--- config.mk ---
export PLATFORM = sky130hd
export DESIGN_NAME = rvga_mem_arbiter
export DESIGN_NICKNAME = d
export VERILOG_FILES = /design/src/rtl/rvga_mem_arbiter.sv
export SDC_FILE = /design/constraint.sdc
export NUM_CORES = 1
export LEC_CHECK = 0
export ABC_AREA = 1
export BUFFER_PORTS_ARGS = -buffer_cell sky130_fd_sc_hd__buf_2
export CAP_MARGIN = 10
export CORE_MARGIN = 2
export CORE_UTILIZATION = 39
export CTS_BUF_LIST = sky130_fd_sc_hd__clkbuf_4 sky130_fd_sc_hd__clkbuf_8
export DETAILED_ROUTE_END_ITERATION = 12
export PLACE_DENSITY_LB_ADDON = 0.12
export SLEW_MARGIN = 20
export SYNTH_ARGS = -nofsm -noshare
export SYNTH_HDL_FRONTEND = slang
export SYNTH_SLANG_ARGS = --single-unit
--- constraint.sdc ---
create_clock -name clk_i -period 1.55 [get_ports clk_i]
set_input_delay 0.2325 -clock clk_i [delete_from_list [all_inputs] [get_ports clk_i]]
set_output_delay 0.2325 -clock clk_i [all_outputs]
set_load 0.005 [all_outputs]
--- src/rtl/rvga_mem_arbiter.sv ---
// rvga_mem_arbiter: shares one single-ported memory between the instruction-fetch
// and data ports. Data wins by default; a starvation counter forces a fetch grant
// after STARVE_LIMIT consecutive data grants made while fetch was waiting.
// Exactly one memory access is outstanding at a time.
module rvga_mem_arbiter #(
    parameter int unsigned WORD_W       = 32,
    parameter int unsigned STARVE_LIMIT = 4
) (
    input  logic              clk_i,
    input  logic              rst_i,

    input  logic              imem_r_v_i,
    input  logic [WORD_W-1:0] imem_addr_i,
    output logic [WORD_W-1:0] imem_data_o,
    output logic              imem_resp_v_o,

    input  logic              dmem_r_v_i,
    input  logic              dmem_w_v_i,
    input  logic [WORD_W-1:0] dmem_addr_i,
    input  logic [WORD_W-1:0] dmem_data_i,
    output logic [WORD_W-1:0] dmem_data_o,
    output logic              dmem_resp_v_o,

    output logic              mem_r_v_o,
    output logic              mem_w_v_o,
    output logic [WORD_W-1:0] mem_addr_o,
    output logic [WORD_W-1:0] mem_data_o,
    input  logic [WORD_W-1:0] mem_data_i,
    input  logic              mem_resp_v_i
);

    localparam logic [1:0] ST_IDLE  = 2'd0;
    localparam logic [1:0] ST_IBUSY = 2'd1;
    localparam logic [1:0] ST_DBUSY = 2'd2;
    localparam logic [1:0] ST_GAP   = 2'd3;

    localparam logic [3:0] LIMIT = 4'(STARVE_LIMIT);

    logic [1:0]        r_state;
    logic [3:0]        r_cnt;
    logic              r_mem_r_v;
    logic              r_mem_w_v;
    logic [WORD_W-1:0] r_mem_addr;
    logic [WORD_W-1:0] r_mem_data;

    logic [1:0]        w_state_nxt;
    logic [3:0]        w_cnt_nxt;
    logic              w_mem_r_v_nxt;
    logic              w_mem_w_v_nxt;
    logic [WORD_W-1:0] w_mem_addr_nxt;
    logic [WORD_W-1:0] w_mem_data_nxt;

    logic              w_dreq;
    logic              w_starved;
    logic              w_dgrant;

    assign w_dreq    = dmem_r_v_i | dmem_w_v_i;
    assign w_starved = imem_r_v_i && (r_cnt == LIMIT);
    assign w_dgrant  = (r_state == ST_IDLE) && w_dreq && !w_starved;

    // Arbitration, request latching and busy/gap sequencing.
    always_comb begin
        w_state_nxt    = r_state;
        w_cnt_nxt      = r_cnt;
        w_mem_r_v_nxt  = r_mem_r_v;
        w_mem_w_v_nxt  = r_mem_w_v;
        w_mem_addr_nxt = r_mem_addr;
        w_mem_data_nxt = r_mem_data;
        case (r_state)
            ST_IDLE: begin
                if (!imem_r_v_i) begin
                    w_cnt_nxt = 4'd0;
                end
                if (w_dgrant) begin
                    w_state_nxt    = ST_DBUSY;
                    w_mem_addr_nxt = dmem_addr_i;
                    w_mem_data_nxt = dmem_data_i;
                    // Write takes precedence if both strobes are up.
                    w_mem_w_v_nxt  = dmem_w_v_i;
                    w_mem_r_v_nxt  = !dmem_w_v_i;
                    if (imem_r_v_i && (r_cnt != LIMIT)) begin
                        w_cnt_nxt = r_cnt + 4'd1;
                    end
                end else if (imem_r_v_i) begin
                    w_state_nxt    = ST_IBUSY;
                    w_mem_addr_nxt = imem_addr_i;
                    w_mem_r_v_nxt  = 1'b1;
                    w_mem_w_v_nxt  = 1'b0;
                    w_cnt_nxt      = 4'd0;
                end
            end
            ST_IBUSY, ST_DBUSY: begin
                if (mem_resp_v_i) begin
                    w_state_nxt   = ST_GAP;
                    w_mem_r_v_nxt = 1'b0;
                    w_mem_w_v_nxt = 1'b0;
                end
            end
            ST_GAP: begin
                // One dead cycle so a still-held request is not reissued.
                w_state_nxt = ST_IDLE;
            end
            default: begin
                w_state_nxt = ST_IDLE;
            end
        endcase
    end

    // State and memory-side registers.
    always_ff @(posedge clk_i or negedge rst_i) begin
        if (!rst_i) begin
            r_state    <= ST_IDLE;
            r_cnt      <= 4'd0;
            r_mem_r_v  <= 1'b0;
            r_mem_w_v  <= 1'b0;
            r_mem_addr <= '0;
            r_mem_data <= '0;
        end else begin
            r_state    <= w_state_nxt;
            r_cnt      <= w_cnt_nxt;
            r_mem_r_v  <= w_mem_r_v_nxt;
            r_mem_w_v  <= w_mem_w_v_nxt;
            r_mem_addr <= w_mem_addr_nxt;
            r_mem_data <= w_mem_data_nxt;
        end
    end

    // Flag a data request carrying both read and write at grant time.
    always_ff @(posedge clk_i) begin
        if (w_dgrant) begin
            assert (!(dmem_r_v_i && dmem_w_v_i))
                else $error("rvga_mem_arbiter: dmem read and write both asserted");
        end
    end

    assign mem_r_v_o  = r_mem_r_v;
    assign mem_w_v_o  = r_mem_w_v;
    assign mem_addr_o = r_mem_addr;
    assign mem_data_o = r_mem_data;

    assign imem_resp_v_o = (r_state == ST_IBUSY) && mem_resp_v_i;
    assign dmem_resp_v_o = (r_state == ST_DBUSY) && mem_resp_v_i;
    assign imem_data_o   = mem_data_i;
    assign dmem_data_o   = mem_data_i;

endmodule

==> results.md, run 1 <==
Power:
- In this run, the clock network consumes 17.9% of the power.
- Across the VDD grid, the largest voltage drop is 0.731 mV.
- The power per standard cell area is 1970 mW/mm2.
- Sequential cells account for 31.9% of the total power.
- Net switching is 39.2% of the power.
- The portion of total power attributed to combinational logic is 50.2%.
- Internal power comes to 0.00628 W.
- The net switching power figure is 0.00405 W.
- Summed over all cells, the static leakage comes to 3.17 nW.

Hold path:
- The min-delay analysis places its worst path in the category in -> reg.
- The worst-case hold path end point is mem_data_o[31]$_DFFE_PN0P_.
- The worst hold path begins at dmem_data_i[31].
- The worst hold path passes through 3 cells.

STA:
- The hold violation total from the final report is 0.
- At the pin with the least slew margin, the transition time is 401 ps.
- Setup violations remaining at the end of the flow were counted as 0.
- The setup TNS is 0 ps.
- Across all hold checks on the routed design, the worst slack comes to 84.3 ps.
- Setup repair after global routing could not meet its margin everywhere.
- The final max-slew violation count is 0.
- The clock skew after layout is 16.9 ps.
- The maximum clock frequency is 649 MHz.
- The final critical-path share of the clock period is 99.4%.
- The remaining max-slew budget at the tightest pin is 73.3%.
- After layout, the minimum clock period comes to 1540 ps.

Setup path:
- STA classifies the critical path endpoint as a flop.
- The register-to-register setup slack is 9 ps.
- The endpoint identified for the worst register-to-register timing path is mem_data_o[2]$_DFFE_PN0P_.
- The category of the most critical setup path is reg -> reg.
- The startpoint of the lowest-slack register-to-register path is r_state[0]$_DFFE_PN0P_.
- The number of cells traversed by the worst register-to-register path is 10.
- The data required time at the worst endpoint is 1830 ps.
- At the worst endpoint, the arrival time is 1820 ps.
- STA classifies the critical path startpoint as a flop.
- The maximum fanout along the worst path is 8.

Yosys:
- The number of nets in the synthesized netlist is 677.
- The cell count after synthesis is 538.
- After synthesis the netlist holds a flip-flop and latch count of 72.
- The number of warnings issued by yosys is 0.
- The mean instance size in the synthesized netlist is 7.44 um2.
- The sequential cell area fraction in the yosys report is 45.0%.
- The cell area after technology mapping is 0.00400 mm2.
- Yosys mapped the design onto 18 distinct sky130hd cell types.
- The top-area cell type share of the netlist area is 45.0%.
- The library cell with the largest summed area after synthesis is sky130_fd_sc_hd__dfrtp_1.
- After synthesis, the cell types taking the most area are sky130_fd_sc_hd__dfrtp_1, sky130_fd_sc_hd__nand2_1, sky130_fd_sc_hd__buf_4.

Drt:
- The number of vias after detailed routing is 3639.
- The number of DRC markers in iteration 0 is 143.
- After detailed routing, the number of vias per cell comes to 4.56.
- The number of optimization iterations in the first detailed-route pass is 4.
- The routed length per instance is 14.0 um.
- The final layout contains routed wiring with a total length of 11.2 mm.
- For this run, design rule violations remaining after detail routing come to 0.
- In this run the remaining antenna-violating nets after routing total 0.

Finish:
- The repair_antennas step left the layout with diodes totalling 0.
- The net count of the finished layout is 799.
- The proportion of layout cells with a drive suffix above 1 is 39.1%.
- Relative to the synthesized area, the layout overhead comes to 30.7%.

Global route:
- The first global-routing pass estimated 17.5 mm of wire.
- The met1 track utilization from global routing is 23.3%.
- The number of antenna violations at the first check in global routing came to 0.
- The largest net degree at the start of global routing is 73.
- The number of global-route vias before repair is 3614.
- For met3 alone, demand over resource in global routing was 4.51%.
- The most crowded layer after global routing is met2.
- Across every metal layer, demand over resource in global routing totals 19.8%.
- For this run the aggregate overflow at the end of global routing stands at 0.
- In the global route stage, met2 resource usage came out at 32.3%.

Clocking:
- Counting the buffers created by CTS gives 9.
- The clock latency at the later pin of the worst-skew pair is 350 ps.
- Counting every sink on the clock net gives 72.
- The number of buffers between clock root and the deepest sink is 2.
- The buffer cell driving the clock tree root is sky130_fd_sc_hd__clkbuf_8.
- Clock-pin slew was measured on the worst setup and hold paths at 90 ps.
- The H-tree depth is 3.
- The TritonCTS clock tree is done.

Floorplan:
- The y dimension of the die is 105 um.
- In this run the standard cell core region covers 0.00986 mm2.
- Once the floorplan was initialized, standard cells occupied 40.6% of the core.
- The die area is 0.0111 mm2.
- Measured along the x axis, the die boundary spans 105 um.
- 266 I/O pins were placed.
- The row count is 36.

Place:
- The count of input and output buffers is 169.
- The routability-driven placement congestion ratio is 0.767.
- The final HPWL from detailed placement is 7.45 mm.

Status:
- The run finished with clean final reports.

Run:
- Across the run, the number of max-cap violations was 0.
## state kept, by name, summed over array words and instances (netlist names)
| register | count |
|---|---|
| mem_w_v_o | 1 |
| mem_r_v_o | 1 |
| mem_addr_o | 32 |
| r_cnt | 4 |
| mem_data_o | 32 |
| r_state | 2 |
## stage by stage
step | worst slack [ps] | util [%] | cells | area, um2 | total power, W
after floorplan | 2.60 | - | 538 | 4000 | 0.00584
after global placement | 34.4 | 46.8 | 769 | 4610 | 0.00758
after detailed placement | -14.0 | 46.8 | 769 | 4610 | 0.00768
after CTS | -0.0757 | 50.2 | 791 | 4950 | 0.00982
after global routing | -64.7 | 53.1 | 798 | 5240 | 0.0112
final | 8.72 | 53.1 | 798 | 5240 | 0.0103
## power by group through the flow
stage,sequential [W],combinational [W],clock [W]
6_report,0.00330,0.00519,0.00185
5_1_grt,0.00340,0.00581,0.00199
4_1_cts,0.00328,0.00463,0.00190
3_5_place_dp,0.00330,0.00438,0
3_3_place_gp,0.00330,0.00428,0
2_1_floorplan,0.00336,0.00248,0
## cells in the final DEF, fill, tap and decap left out, drive strengths merged, types with 3 or more instances in the layout
cell type	instances
nand2	210
buf	193
inv	79
dfrtp	72
nand3	69
clkbuf	13
o21ai	6
nor2	6
ha	5
bufinv	3
## worst max-delay path by stage
stage	startpoint	endpoint	slack, ps
after floorplan	r_state[0]$_DFFE_PN0P_	mem_data_o[0]$_DFFE_PN0P_	3
after global placement	r_state[1]$_DFFE_PN0P_	r_state[1]$_DFFE_PN0P_	30
after detailed placement	r_cnt[0]$_DFFE_PN0P_	r_state[1]$_DFFE_PN0P_	-10
after CTS	r_state[0]$_DFFE_PN0P_	mem_data_o[22]$_DFFE_PN0P_	-0.08
after global routing	r_state[1]$_DFFE_PN0P_	mem_data_o[11]$_DFFE_PN0P_	-60
final	r_state[0]$_DFFE_PN0P_	mem_data_o[2]$_DFFE_PN0P_	9
## worst max-delay path, cell delays in order, from the launching register on
cell                       delay, ps
sky130_fd_sc_hd__dfrtp_1         400
sky130_fd_sc_hd__inv_2           100
sky130_fd_sc_hd__ha_4            150
sky130_fd_sc_hd__inv_4            50
sky130_fd_sc_hd__nor2_4          190
sky130_fd_sc_hd__nand2_4         130
sky130_fd_sc_hd__clkinv_4         90
sky130_fd_sc_hd__buf_12          110
sky130_fd_sc_hd__buf_12          130
sky130_fd_sc_hd__nand2_1          60
sky130_fd_sc_hd__nand2_1          50
## cells in the mapped netlist
library cell and number:
sky130_fd_sc_hd__o22ai_1 1, sky130_fd_sc_hd__o21ai_0 6, sky130_fd_sc_hd__nor2_4 1, sky130_fd_sc_hd__nand2_2 1, sky130_fd_sc_hd__nor2_1 5, sky130_fd_sc_hd__inv_2 2, sky130_fd_sc_hd__inv_1 77, sky130_fd_sc_hd__xor2_1 2
sky130_fd_sc_hd__buf_4 64, sky130_fd_sc_hd__nand2_1 209, sky130_fd_sc_hd__a21oi_2 1, sky130_fd_sc_hd__clkbuf_1 6, sky130_fd_sc_hd__ha_1 5, sky130_fd_sc_hd__nand4_2 1, sky130_fd_sc_hd__buf_2 13, sky130_fd_sc_hd__buf_6 3
sky130_fd_sc_hd__nand3_1 69, sky130_fd_sc_hd__dfrtp_1 72
## what timing repair did
item,in CTS,in global routing
pin swaps,3,15
hold endpoints to repair,72,0
setup endpoints to repair,42,73
hold buffers,1,0
resized for setup,3,57
setup buffers,4,5
cloned,1,3
## cells by family after synthesis
family	synth area share, %
xor gates and xnor gates	0.438
AOI/OAI and AO/OA	1.13
adders and majority gates	1.56
buffers and inverters	22.4
DFF	45.0
and+or+nand+nor	29.4
## routing by layer
metal	up-vias	routed length (um)
met5	-	0
met4	0	531
met3	49	792
met2	162	5260
met1	1638	4600
li1	1790	-
## cell type report
class	instances	area [um2]
fill	987	4630
sequential	72	1800
multi-input combinational	301	1480
timing repair buffer	197	1240
inverter	79	304
tap	133	166
clock buffer	10	131
clock inverter	6	115
(Power assumes the default switching activity.)
==> run 2: changes to the inputs <==
REMOVE_ABC_BUFFERS = 1   (was default)
==> results.md, run 2 (synthesized netlist as in run 1, its figures left out) <==
Floorplan:
- The initial cell density of the core is 40.6%.
- The floorplan step defined a die boundary enclosing 0.0111 mm2.
- In this run the standard cell core region covers 0.00986 mm2.
- The row count is 36.
- The die extent in x is 105 um.
- The number of top-level pins is 266.
- The y dimension of the die is 105 um.

Drt:
- Once detail routing completed, the nets flagged for antenna violations numbered 0.
- For this block, the via count after detailed routing is 3766.
- For this block, the routed nets add up to 13.3 mm of wire.
- In the final routed layout, each cell accounts on average for 16.5 um.
- The number of DRC markers in iteration 0 is 206.
- The first detailed-routing pass took 6 iterations.
- The number of vias per cell after detailed routing is 4.68.
- For this run, design rule violations remaining after detail routing come to 0.

STA:
- The hold violation total from the final report is 0.
- The clock skew after layout is 7.02 ps.
- The remaining max-slew budget at the tightest pin is 73.4%.
- Static timing analysis puts the maximum clock frequency at 658 MHz.
- Setup repair after global routing could not meet its margin everywhere.
- For the pin with the worst max-slew slack, the measured transition is 399 ps.
- The final critical-path share of the clock period is 98.1%.
- The shortest clock period the worst path allows after layout is 1520 ps.
- The final max-slew violation count is 0.
- Across all hold checks on the routed design, the worst slack comes to 78.6 ps.
- The worst path meets setup with 29.8 ps of slack.
- The final count of negative-setup-slack endpoints is 0.
- The setup TNS is 0 ps.

Setup path:
- The signal on the critical path passes through inv_2, ha_4, inv_4, nor2_4, buf_12, nand2_8, clkbuf_16, nand2_1, nand3_1, nand2_1.
- The critical path launch point type is a flop.
- The capturing element type of the critical path is a flop.
- The category of the most critical setup path is reg -> reg.
- Among the stages of the critical path, the cell type that occurs most often is sky130_fd_sc_hd__nand2_1.
- The cell type of the slowest stage on the worst timing path is sky130_fd_sc_hd__dfrtp_1.
- The arrival time at the worst endpoint is 1800 ps.
- The data required time at the worst endpoint is 1830 ps.
- The startpoint identified for the worst register-to-register timing path is r_state[0]$_DFFE_PN0P_.
- The worst setup path startpoint is r_state[0]$_DFFE_PN0P_.
- The longest individual stage delay on the worst path is 410 ps.
- In this run the worst path has a maximum fanout of 9.

Clocking:
- The TritonCTS clock tree is done.
- For the worst-skew pair, the clock arrives at the later sink with an insertion delay of 340 ps.
- The H-tree was split into 3 levels.
- Clock tree synthesis inserted a total of 9 buffers.
- The clock sink count is 72.
- The buffer cell driving the clock tree root is sky130_fd_sc_hd__clkbuf_8.
- The clock-pin slew reported for the worst setup and hold paths after clock tree synthesis is 80 ps.
- The clock passes through at most 2 buffers.

Power:
- The analysis attributes to cell leakage a power of 3.18 nW.
- VDD sags by at most 0.783 mV.
- Dividing total power by cell area gives a power density of 1980 mW/mm2.

Finish:
- The proportion of layout cells with a drive suffix above 1 is 35.2%.
- The number of antenna diodes in the final layout is 0.
- In the layout the commonest cells are sky130_fd_sc_hd__nand2_1, sky130_fd_sc_hd__buf_2, sky130_fd_sc_hd__inv_1.
- Once layout is done, the placed cells without fillers occupy 0.00525 mm2.
- The signed area change from the synthesized netlist to the final layout is 31.0%.
- Excluding fillers, the count of instances in the completed layout stands at 804.
- The library cell used most frequently in the layout, excluding fill and tap cells, is sky130_fd_sc_hd__nand2_1.
- After the last flow step, the layout net total stands at 805.

Place:
- The pre-CTS setup slack is -88.5 ps.
- In this run, placement finished with an instance count of 775.
- The placement-stage cell area is 0.00462 mm2.
- The congestion estimate from routability-driven global placement came to 0.740.
- Input and output buffers added on the ports amount to 169.
- The final HPWL from detailed placement is 8.97 mm.

Hold path:
- In this run the most critical hold path is launched from dmem_data_i[13].
- The type of the worst min-delay path is in -> reg.

Global route:
- The number of global-route vias before repair is 3544.
- The number of antenna violations at the first check in global routing is 1.
- After global routing the overflow that remains totals 0.
- The first global-routing pass estimated 19.1 mm of wire.
- The largest net degree at the start of global routing is 73.
- Across every metal layer, demand over resource in global routing totals 22.1%.

Run:
- The count of maximum capacitance violations is 0.

Status:
- The flow ran to the end, and the final reports show no timing, DRC or antenna violations.
[run 2: changes by cell type in the layout (fill, tap and decap cells not counted), moves of 2 or more]
cell	previous run	this run
sky130_fd_sc_hd__clkbuf_16	3	6
sky130_fd_sc_hd__buf_6	2	9
sky130_fd_sc_hd__nand2_4	6	1
sky130_fd_sc_hd__nand2_1	175	206
sky130_fd_sc_hd__buf_12	8	6
sky130_fd_sc_hd__nand2_2	29	3
sky130_fd_sc_hd__buf_4	14	11
[run 2: area by class of cell]
class | instances | area, um2
clock buffer | 11 | 145
clock inverter | 5 | 104
fill | 979 | 4620
inverter | 79 | 304
multi-input combinational | 302 | 1410
sequential | 72 | 1800
tap | 133 | 166
timing repair buffer | 202 | 1320
[run 2: path summary, 6_finish.rpt]
check / end / slack [ps] / depth (start not counted)
setup / recovery: mem_addr_o[18]$_DFFE_PN0P_ / 30 / 10
setup reg to reg: mem_addr_o[18]$_DFFE_PN0P_ / 30 / 10
min in group asynchronous: mem_addr_o[3]$_DFFE_PN0P_ / 440 / 3
hold reg to reg: mem_addr_o[9]$_DFFE_PN0P_ / 480 / 2
max in group asynchronous: mem_addr_o[29]$_DFFE_PN0P_ / 790 / 3
hold / removal: mem_data_o[13]$_DFFE_PN0P_ / 80 / 3
[run 2: critical path, delay by kind of cell, from the launching register on]
| kind | cells | cell delay (ps) |
|---|---|---|
| buffers and inverters | 4 | 480 |
| AND/OR/NAND/NOR | 5 | 420 |
| flip-flops | 1 | 410 |
| adder cells (fa/ha/maj) | 1 | 150 |
[run 2: report_power, final]
group / leakage, nW / switching [W] / internal [W]
sequential: 0.889 / 0.000484 / 0.00280
clock: 0.127 / 0.000713 / 0.00113
combinational: 2.16 / 0.00278 / 0.00249
[run 2: timing repair]
item,in CTS,in global routing
gates resized for setup,2,34
setup buffers,0,3
hold buffers,1,0
pin swaps,0,10
setup endpoints to repair,3,72
hold endpoints to repair,72,0
gates cloned,0,9
[run 2: routing by layer]
| metal | share of wire [%] | up-vias | global-route usage [%] |
|---|---|---|---|
| li1 | - | 1804 | - |
| met1 | 45 | 1727 | 29.4 |
| met2 | 40 | 219 | 27.8 |
| met3 | 14 | 14 | 15.0 |
| met4 | 0.99 | 2 | 6.19 |
| met5 | 0.60 | - | 10.0 |
[run 2: through the flow]
stage	total power, W	utilization (%)
after floorplan	0.00548	-
after global placement	0.00758	46.9
after detailed placement	0.00765	46.9
after CTS	0.00957	49.6
after global routing	0.0113	53.2
final	0.0104	53.2
==> run 3: changes to the inputs <==
CORE_AREA = 2 2 102 104   (was default)
CORE_MARGIN = default   (was 2)
CORE_UTILIZATION = default   (was 39)
DIE_AREA = 0 0 104 106   (was default)
clock period = 1.65 ns   (was 1.55 ns; I/O delays follow)
==> results.md, run 3 (synthesized netlist as in run 1, its figures left out) <==
STA:
- The shortest clock period the worst path allows after layout is 1510 ps.
- Timing would allow up to 663 MHz.
- The hold violation total from the final report is 0.
- Adding up every negative setup slack in the final design gives 0 ps.
- The clock skew after layout is 9.14 ps.
- The final count of negative-setup-slack endpoints is 0.
- The final critical-path share of the clock period is 91.3%.
- The actual slew at the worst max-slew pin is 440 ps.
- The final max-slew violation count is 0.
- The worst pin sits at a relative slew slack of 70.7%.

Setup path:
- The arrival time at the worst endpoint is 1780 ps.
- The path length in cells of the critical path is 9.
- The number of cells on the worst reg-to-reg path is 9.
- The end of the critical path is mem_addr_o[28]$_DFFE_PN0P_.
- The register-to-register setup slack is 140 ps.
- The startpoint of the lowest-slack register-to-register path is r_state[0]$_DFFE_PN0P_.
- The data required time at the worst endpoint is 1930 ps.
- The worst setup path startpoint is r_state[0]$_DFFE_PN0P_.
- The critical path launch point type is a flop.
- The end of the worst register-to-register path is mem_addr_o[28]$_DFFE_PN0P_.
- STA classifies the critical path endpoint as a flop.
- The dominant delay contributor by cell family on the critical path is simple AND/OR/NAND/NOR gates.
- The worst path buffer plus inverter count is 3.
- On the worst path, the slowest cell contributes a delay of 410 ps.
- Of all nets on the critical path, the largest fanout is 22.
- The critical path is of the reg -> reg type.
- Walking the worst path, the cells encountered are inv_2, ha_2, inv_2, nor2_4, nand2_4, buf_12, nand2_1, nand3_1, nand2_1.
- The slowest stage of the critical path belongs to the cell sky130_fd_sc_hd__dfrtp_1.

Place:
- Detailed placement finished with a half-perimeter wire length of 9.03 mm.
- Once placement finished, the instance area stood at 0.00459 mm2.
- The number of cells after detailed placement is 773.
- Port buffering added 169 buffers.
- Routability-driven placement finished with a final weighted congestion of 0.745.

Global route:
- The total overflow left after global routing is 0.
- The global-route wire length before repair is 19.2 mm.
- The number of global-route vias before repair is 3523.
- Entering global routing, the biggest net connects 33 pins.
- The number of antenna violations at the first check in global routing is 0.
- Global routing used 22.4% of the available tracks.

Floorplan:
- The die extent in x is 104 um.
- For this configuration, the core starts out at a cell density of 40.0%.
- The area of the core is 0.0100 mm2.
- The y dimension of the die is 106 um.
- The row count is 37.
- The die covers 0.0110 mm2.
- The number of top-level pins is 266.

Clocking:
- The number of buffers between clock root and the deepest sink is 2.
- The later pin in the worst-skew pair is clocked with a latency of 350 ps.
- The buffer cell driving the clock tree root is sky130_fd_sc_hd__clkbuf_8.
- The clock-pin slew reported for the worst setup and hold paths after clock tree synthesis is 80 ps.
- The H-tree depth is 3.
- The number of clock buffers added by TritonCTS is 9.
- TritonCTS built the clock tree.
- CTS saw 72 sinks.

Drt:
- For this run, design rule violations remaining after detail routing come to 0.
- Once detail routing completed, the nets flagged for antenna violations numbered 0.
- The number of optimization iterations in the first detailed-route pass is 4.
- Dividing the detail-routed via count by the number of cells gives 4.63.
- Wires add up to 12.2 mm.
- The routed length per instance is 15.4 um.
- For this block, the initial DRC count from the detailed router was 179.
- The number of vias after detailed routing is 3671.

Finish:
- In the final layout, the share of cells above drive strength 1 is 32.9%.
- The number of diodes is 0.
- Leaving out fill and tap cells, the most frequent cells in the layout are sky130_fd_sc_hd__nand2_1, sky130_fd_sc_hd__buf_2, sky130_fd_sc_hd__inv_1.
- At the end of the flow, the number of nets in the layout was 791.
- Once layout is complete, the cells apart from fillers number 793.
- Fill cells in the final layout number 1021.
- The most common cell after layout, fill and taps aside is sky130_fd_sc_hd__nand2_1.
- From synthesis to final layout, the design area changed by 22.3%.
- The post-route standard cell area excluding fillers is 0.00490 mm2.

Power:
- The power per standard cell area is 1790 mW/mm2.
- The worst-case IR drop observed on VDD is 0.806 mV.
- For this design the static power due to leakage is 3.03 nW.

Status:
- The flow ran to the end, and the final reports show no timing, DRC or antenna violations.

Run:
- The tool flagged a number of max-cap violations equal to 0.

Hold path:
- The min-delay analysis places its worst path in the category in -> reg.
## run 3: worst min-delay path by stage
stage	start	endpoint	slack (ps)	cells after the start
floorplan	rst_i	mem_addr_o[0]$_DFFE_PN0P_	-50	0
global placement	rst_i	mem_addr_o[15]$_DFFE_PN0P_	230	1
detailed placement	rst_i	mem_addr_o[15]$_DFFE_PN0P_	230	1
CTS	dmem_data_i[4]	mem_data_o[4]$_DFFE_PN0P_	70	3
global route	dmem_data_i[4]	mem_data_o[4]$_DFFE_PN0P_	70	3
finish	dmem_data_i[4]	mem_data_o[4]$_DFFE_PN0P_	90	3
## run 3: worst register-to-register path, cell delays in order, from the launching register on
cell	delay (ps)
sky130_fd_sc_hd__dfrtp_1	410
sky130_fd_sc_hd__inv_2	70
sky130_fd_sc_hd__ha_2	180
sky130_fd_sc_hd__inv_2	60
sky130_fd_sc_hd__nor2_4	180
sky130_fd_sc_hd__nand2_4	140
sky130_fd_sc_hd__buf_12	180
sky130_fd_sc_hd__nand2_1	60
sky130_fd_sc_hd__nand3_1	70
sky130_fd_sc_hd__nand2_1	80
## run 3: layer usage
layer,up-vias,wire length [um],GRT usage [%]
met3,20,1920,16.3
li1,1776,-,-
met1,1639,5400,29.3
met5,-,103,9.05
met2,232,4670,28.2
met4,4,138,5.69
## run 3: per-stage QoR
stage | hold WS [ps] | worst slack (ps) | power (W) | util, %
floorplan | -48.1 | -962 | 0.00515 | -
global placement | 227 | 90.7 | 0.00704 | 45.9
detailed placement | 225 | 62.4 | 0.00711 | 45.9
CTS | 74.6 | 47.5 | 0.00871 | 48.2
global route | 71.1 | -2.79 | 0.00961 | 49.0
finish | 91.2 | 143 | 0.00877 | 49.0
## run 3: final cells by class
class | count | area [um2] | area share, %
Inverter | 79 | 299 | 6.10
Clock buffer | 9 | 124 | 2.53
Tap cell | 136 | 170 | 3.47
Timing Repair Buffer | 189 | 1080 | 22.1
Clock inverter | 7 | 95.1 | 1.94
Multi-Input combinational cell | 301 | 1330 | 27.0
Sequential cell | 72 | 1800 | 36.8
## run 3: report_power, final
group	internal (W)	switching [W]	total, W
Clock	0.000854	0.000694	0.00155
Sequential	0.00263	0.000472	0.00311
Combinational	0.00180	0.00232	0.00412
Total	0.00529	0.00348	0.00877
## run 3: what timing repair did
action,in CTS,in global routing
setup endpoints to repair,0,66
hold endpoints to repair,30,0
gates resized for setup,0,13
setup buffers,0,2
hold buffers,1,0
